**src/rtl/buzzer_dma_arb.sv**
```systemverilog
// Arbitrates BGM and Sound DMA single-beat reads onto one AHB-lite ROM port.
// Latency: request seen in IDLE -> x_HREADY at +3 cycles, plus one per ROM wait state.
// Backpressure: requester holds HTRANS/HADDR until its HREADY; ROM stalls via M_HREADY.
module buzzer_dma_arb #(
  parameter int ADDR_W        = 32,
  parameter int DATA_W        = 32,
  parameter int SND_MAX_BURST = 4,
  parameter int SND_PRI       = 1
) (
  input  logic              clk,
  input  logic              rst,
  input  logic [ADDR_W-1:0] B_HADDR,
  input  logic [1:0]        B_HTRANS,
  output logic [DATA_W-1:0] B_HRDATA,
  output logic              B_HREADY,
  input  logic [ADDR_W-1:0] S_HADDR,
  input  logic [1:0]        S_HTRANS,
  output logic [DATA_W-1:0] S_HRDATA,
  output logic              S_HREADY,
  output logic [ADDR_W-1:0] M_HADDR,
  output logic [1:0]        M_HTRANS,
  output logic              M_HWRITE,
  input  logic [DATA_W-1:0] M_HRDATA,
  input  logic              M_HREADY
);

  localparam logic [1:0] ST_IDLE = 2'd0;
  localparam logic [1:0] ST_ADDR = 2'd1;
  localparam logic [1:0] ST_DATA = 2'd2;
  localparam logic [1:0] ST_RESP = 2'd3;
  localparam logic [3:0] MAX_CNT = 4'(SND_MAX_BURST);

  logic [1:0] state;
  logic       grant_snd;
  logic [3:0] cnt;
  logic       rr_last_bgm;
  logic       req_b;
  logic       req_s;
  logic       pick_snd;
  logic       unused_htrans;

  assign req_b         = B_HTRANS[1];
  assign req_s         = S_HTRANS[1];
  assign unused_htrans = ^{B_HTRANS[0], S_HTRANS[0]};

  // Contention only: Sound wins until its burst budget is spent, or strict alternation.
  always_comb begin
    pick_snd = req_s;
    if (req_b && req_s) begin
      if (SND_PRI != 0) pick_snd = (cnt != MAX_CNT);
      else              pick_snd = rr_last_bgm;
    end
  end

  always_ff @(posedge clk) begin
    if (rst) begin
      state       <= ST_IDLE;
      grant_snd   <= 1'b0;
      cnt         <= 4'd0;
      rr_last_bgm <= 1'b0;
      M_HADDR     <= '0;
      M_HTRANS    <= 2'b00;
      B_HRDATA    <= '0;
      S_HRDATA    <= '0;
    end else begin
      case (state)
        ST_IDLE: begin
          if (req_b || req_s) begin
            grant_snd   <= pick_snd;
            rr_last_bgm <= ~pick_snd;
            M_HADDR     <= pick_snd ? S_HADDR : B_HADDR;
            M_HTRANS    <= 2'b10;
            state       <= ST_ADDR;
          end
          // Counts only Sound grants that made BGM wait.
          if (!req_b || !pick_snd)  cnt <= 4'd0;
          else if (cnt != MAX_CNT)  cnt <= cnt + 4'd1;
        end
        ST_ADDR: begin
          if (M_HREADY) begin
            M_HTRANS <= 2'b00;
            state    <= ST_DATA;
          end
        end
        ST_DATA: begin
          if (M_HREADY) begin
            if (grant_snd) S_HRDATA <= M_HRDATA;
            else           B_HRDATA <= M_HRDATA;
            state <= ST_RESP;
          end
        end
        ST_RESP: state <= ST_IDLE;
        default: state <= ST_IDLE;
      endcase
    end
  end

  assign B_HREADY = ~req_b | ((state == ST_RESP) & ~grant_snd);
  assign S_HREADY = ~req_s | ((state == ST_RESP) &  grant_snd);
  assign M_HWRITE = 1'b0;

endmodule

```
**config.mk**
```make
export PLATFORM = sky130hd
export DESIGN_NAME = buzzer_dma_arb
export DESIGN_NICKNAME = d
export VERILOG_FILES = /design/src/rtl/buzzer_dma_arb.sv
export SDC_FILE = /design/constraint.sdc
export NUM_CORES = 1
export LEC_CHECK = 0
export BUFFER_PORTS_ARGS = -buffer_cell sky130_fd_sc_hd__buf_2
export CORE_ASPECT_RATIO = 0.7
export CORE_MARGIN = 3
export CORE_UTILIZATION = 46
export DETAILED_ROUTE_END_ITERATION = 7
export PLACE_DENSITY = 0.89
export SETUP_SLACK_MARGIN = 0.5
export SLEW_MARGIN = 20
export SYNTH_ARGS = -nofsm -noshare
export SYNTH_HDL_FRONTEND = slang
export SYNTH_SLANG_ARGS = --single-unit
```
**constraint.sdc**
```tcl
create_clock -name clk -period 1.6 [get_ports clk]
set_input_delay 0.08 -clock clk [delete_from_list [all_inputs] [get_ports clk]]
set_output_delay 0.08 -clock clk [all_outputs]
set_load 0.05 [all_outputs]
```
==> results <==
- The flow ran to the end, and the final reports show no timing, DRC or antenna violations.
- The antenna violation net count after detailed routing is 0.
- Sorting the synthesized cells by area gives the leading types as sky130_fd_sc_hd__dfxtp_1, sky130_fd_sc_hd__nand2_1, sky130_fd_sc_hd__a21oi_1, sky130_fd_sc_hd__a311oi_1, sky130_fd_sc_hd__nand3_1.
- The first global-routing pass estimated 26230 µm of wire.
- On the final layout, the worst hold slack is 4.089 ps.
- The number of placed instances, taps included, is 811.
- After filler insertion, the fill cell instance count of the layout stands at 485.
- The die is 121.3 µm wide.
- Once the floorplan was initialized, standard cells occupied 48.86% of the core.
- The die is 86.70 µm tall.
- Setup total negative slack on the finished layout was measured at 0 ps.
- The instance area at placement is 5368 µm².
- The path category of the worst min-delay check is input pin to flop.
- The synthesized area per cell is 8.028 µm².
- The tool flagged a number of max-cap violations equal to 0.
- The endpoint required time on the critical path is 1820 ps.
- The signal arrival time at the worst endpoint is 1770 ps.
- After detailed routing, the number of remaining DRC violations is 0.
- In the global route stage, overall resource usage came out at 31.59%.
- The standby leakage power is 3.061 nW.
- The total power draw is 10.98 mW.
- The total wire length is 18570 µm.
- TritonCTS created 9 clock buffers.
- The sink count of the clock tree is 104.
- TritonCTS built the clock tree.
- The hold violation total from the final report is 0.
- Per report_power, the combinational group accounts for 47.6% of the total.
- After synthesis, the netlist uses 38 different library cells.
- The sum of net half-perimeters after detailed placement is 8784 µm.
- The worst-case headroom to the max-slew limit is 61.99%.
- Setup repair after global routing could not meet its margin everywhere.
- The highest achievable clock rate is 648.3 MHz.
- The internal power of the cells totals 6.348 mW.
- The detail-routed via count per cell is 5.866.
- The worst voltage drop across the vdd grid is 1.104 mV.
- For this run, the number of Yosys warnings is 0.
- The number of global-route vias before repair is 5192.
- The count of cells in the finished layout, fillers not included, comes to 903.
- The final route contains 5297 vias.
- The count of pins over their slew limit is 0.
- The sequential cells in the finished layout cover a total of 2100 µm².
- After routing the design area is 7323 µm².
- The area of the placeable core is 8758 µm².
- Setup violations remaining at the end of the flow were counted as 0.
- The net switching power of the design is 4.633 mW.
- Compared with the post-synthesis result, the final layout area differs by 71.14%.
- After clock tree synthesis, the clock-pin slew on the worst setup and hold paths is 70 ps.
- The detailed-router iteration count before antenna repair is 7.
- In this run switching power makes up 42.19% of total power.
- The clock tree synthesis step divided the H-tree into 3 levels.
- The sequential power share is 30.9%.
- The number of antenna violations at the first check in global routing is 1.
- Entering global routing, the biggest net connects 47 pins.
- The number of DRC markers in iteration 0 is 450.
- The routed design could run at a clock period as short as 1542 ps.
- The most used flip-flop cell after synthesis is sky130_fd_sc_hd__dfxtp_1.
- During placement, the flow inserted port buffers numbering 199.
- In this run, synthesis inferred 0 flip-flops with an integrated enable.
- The weighted congestion at the end of routability-driven global placement is 0.7504.
- Summing every instance area after synthesis gives 4279 µm².
- The number of cells produced by synthesis is 533.
- Summing all multi-input logic gate instances after layout gives 2669 µm².
- The fraction of layout cells with a size suffix above 1 is 53.14%.
- The portion of total power attributed to the clock network is 21.6%.
- Along the worst path, the maximum fanout reaches 8.
- The fraction of the cycle the final worst path needs is 96.40%.
- The final layout contains 885 nets.
- The number of buffers between clock root and the deepest sink is 2.
- The transition at the pin with the smallest max-transition slack is 570.2 ps.
- The largest total area in the synthesized netlist belongs to sky130_fd_sc_hd__dfxtp_1.
- STA classifies the critical path endpoint as a flop.
- The worst setup path is of the flop to flop kind.
- The I/O pin count is 204.
- After detailed routing, the average wire length per cell comes to 20.57 µm.
- The number of core rows is 28.
- The synthesized design contains 104 register bits.
- The share of synthesized area in the top cell type comes to 48.65%.
- The power density of the placed cells is 1500 nW/µm².
- The fraction of synthesis flops using an asynchronous set or reset pin is 0%.
- The later pin in the worst-skew pair is clocked with a latency of 340 ps.
- The die covers 10510 µm².
- The total congestion overflow is 0.
- The cell at the root of the clock tree is sky130_fd_sc_hd__clkbuf_16.
- STA classifies the critical path startpoint as a flop.
- The post-route clock skew is 7.750 ps.
- The share of synthesized area occupied by flip-flops and latches is 48.65%.
-- state kept, by name, indices dropped and copies added, names as in the netlist --
register and cells:
M_HADDR 32, B_HRDATA 32, cnt 4, M_HTRANS 1
state 2, grant_snd 1, S_HRDATA 32
-- per-stage QoR --
| stage | utilization, % | setup WS, ps |
|---|---|---|
| floorplan | - | 322.0 |
| global placement | 61.29 | 101.8 |
| detailed placement | 61.29 | 6.953 |
| CTS | 77.90 | 176.6 |
| global route | 83.59 | 33.73 |
| finish | 83.61 | 57.61 |
-- power by group through the flow --
| stage | Combinational, mW | Sequential (mW) | Clock, mW |
|---|---|---|---|
| 6_report | 5.22 | 3.39 | 2.37 |
| 4_1_cts | 4.50 | 3.34 | 2.40 |
| 5_1_grt | 5.45 | 3.44 | 2.50 |
| 2_1_floorplan | 1.48 | 4.76 | 0 |
| 3_3_place_gp | 3.53 | 3.33 | 0 |
| 3_5_place_dp | 3.64 | 3.36 | 0 |
-- critical path: stages, from the launching register on --
cell                       delay (ps)
sky130_fd_sc_hd__dfxtp_2          360
sky130_fd_sc_hd__inv_2             60
sky130_fd_sc_hd__ha_4             190
sky130_fd_sc_hd__nand4b_4         160
sky130_fd_sc_hd__buf_6            140
sky130_fd_sc_hd__buf_16           140
sky130_fd_sc_hd__nand3_1           80
sky130_fd_sc_hd__a311oi_1         290
-- final timing paths --
path              slack [ps]                       from                        end  cells after the start
hold / removal             4               M_HRDATA[12]  S_HRDATA[12]$_SDFFE_PP0P_                      3
hold reg to reg          460  B_HRDATA[24]$_SDFFE_PP0P_  B_HRDATA[24]$_SDFFE_PP0P_                      2
setup reg to reg          60        cnt[1]$_SDFFE_PP0P_   M_HADDR[31]$_SDFFE_PP0P_                      7
setup / recovery          60        cnt[1]$_SDFFE_PP0P_   M_HADDR[31]$_SDFFE_PP0P_                      7
-- area by class of cell --
cell class	instances	share of cell area (%)
multi-input cells	378	36.44
clock inverters	6	1.213
well taps	120	2.050
repair buffers	276	28.00
inverters	7	0.4271
flip-flops and latches	104	28.67
clock buffers	10	3.127
diodes	2	0.06834
-- synthesized netlist by cell type (6+ instances only) --
library cell,instances
sky130_fd_sc_hd__a21oi_1,68
sky130_fd_sc_hd__dfxtp_1,104
sky130_fd_sc_hd__a311oi_1,32
sky130_fd_sc_hd__inv_1,7
sky130_fd_sc_hd__o21ai_1,9
sky130_fd_sc_hd__clkbuf_1,18
sky130_fd_sc_hd__buf_4,6
sky130_fd_sc_hd__nand2_1,132
sky130_fd_sc_hd__nand3_1,36
sky130_fd_sc_hd__buf_2,16
sky130_fd_sc_hd__nor2_1,34
sky130_fd_sc_hd__o21ai_0,25
sky130_fd_sc_hd__ha_1,6
-- per-layer routing --
metal  wire length, µm  global-route usage (%)  up-vias  share of wire (%)
met1              6874                   38.11     2521                 37
met3              1821                   7.175       77                9.8
li1                  -                       -     2354                  -
met2              9108                   54.94      345                 49
met5                 0                       0        -                  0
met4               769                   12.72        0                4.1
-- cell usage in the layout (no fill, tap or decap), drive strengths merged --
| master | instances |
|---|---|
| o21bai | 1 |
| or3b | 2 |
| dfxtp | 104 |
| nand4 | 2 |
| clkbuf | 19 |
| conb | 2 |
| a211oi | 2 |
| a21o | 1 |
| and4b | 4 |
| nand3b | 2 |
| nand2b | 3 |
| nand2 | 132 |
| a2111o | 1 |
| or3 | 1 |
| and3 | 4 |
| and3b | 1 |
| nor2b | 1 |
| clkinv | 1 |
| a311oi | 32 |
| dlygate4sd3 | 33 |
| diode | 2 |
| inv | 10 |
| a21oi | 68 |
| and2 | 1 |
| buf | 234 |
| nand4b | 2 |
| nand3 | 36 |
| ha | 6 |
| a32oi | 2 |
| o21ai | 35 |
| bufinv | 2 |
| a31oi | 2 |
| nor2 | 34 |
| o21a | 1 |
-- cells by family after synthesis --
family / after synthesis / synth area share [%]
other: 1 / 0.08764
buffers and inverters: 58 / 7.047
AOI/OAI and AO/OA: 145 / 20.53
adders and majority gates: 6 / 1.754
DFF: 104 / 48.66
and+or+nand+nor: 219 / 21.93
-- what timing repair did --
action                                 CTS  global route
buffers inserted                        18             6
cloned                                  14             3
gates resized for setup                117            94
pin swaps                               72            64
setup endpoints to repair              104           117
hold buffers                            32             1
endpoints found under the hold margin   54             1
Power figures use the tool's default switching activity.
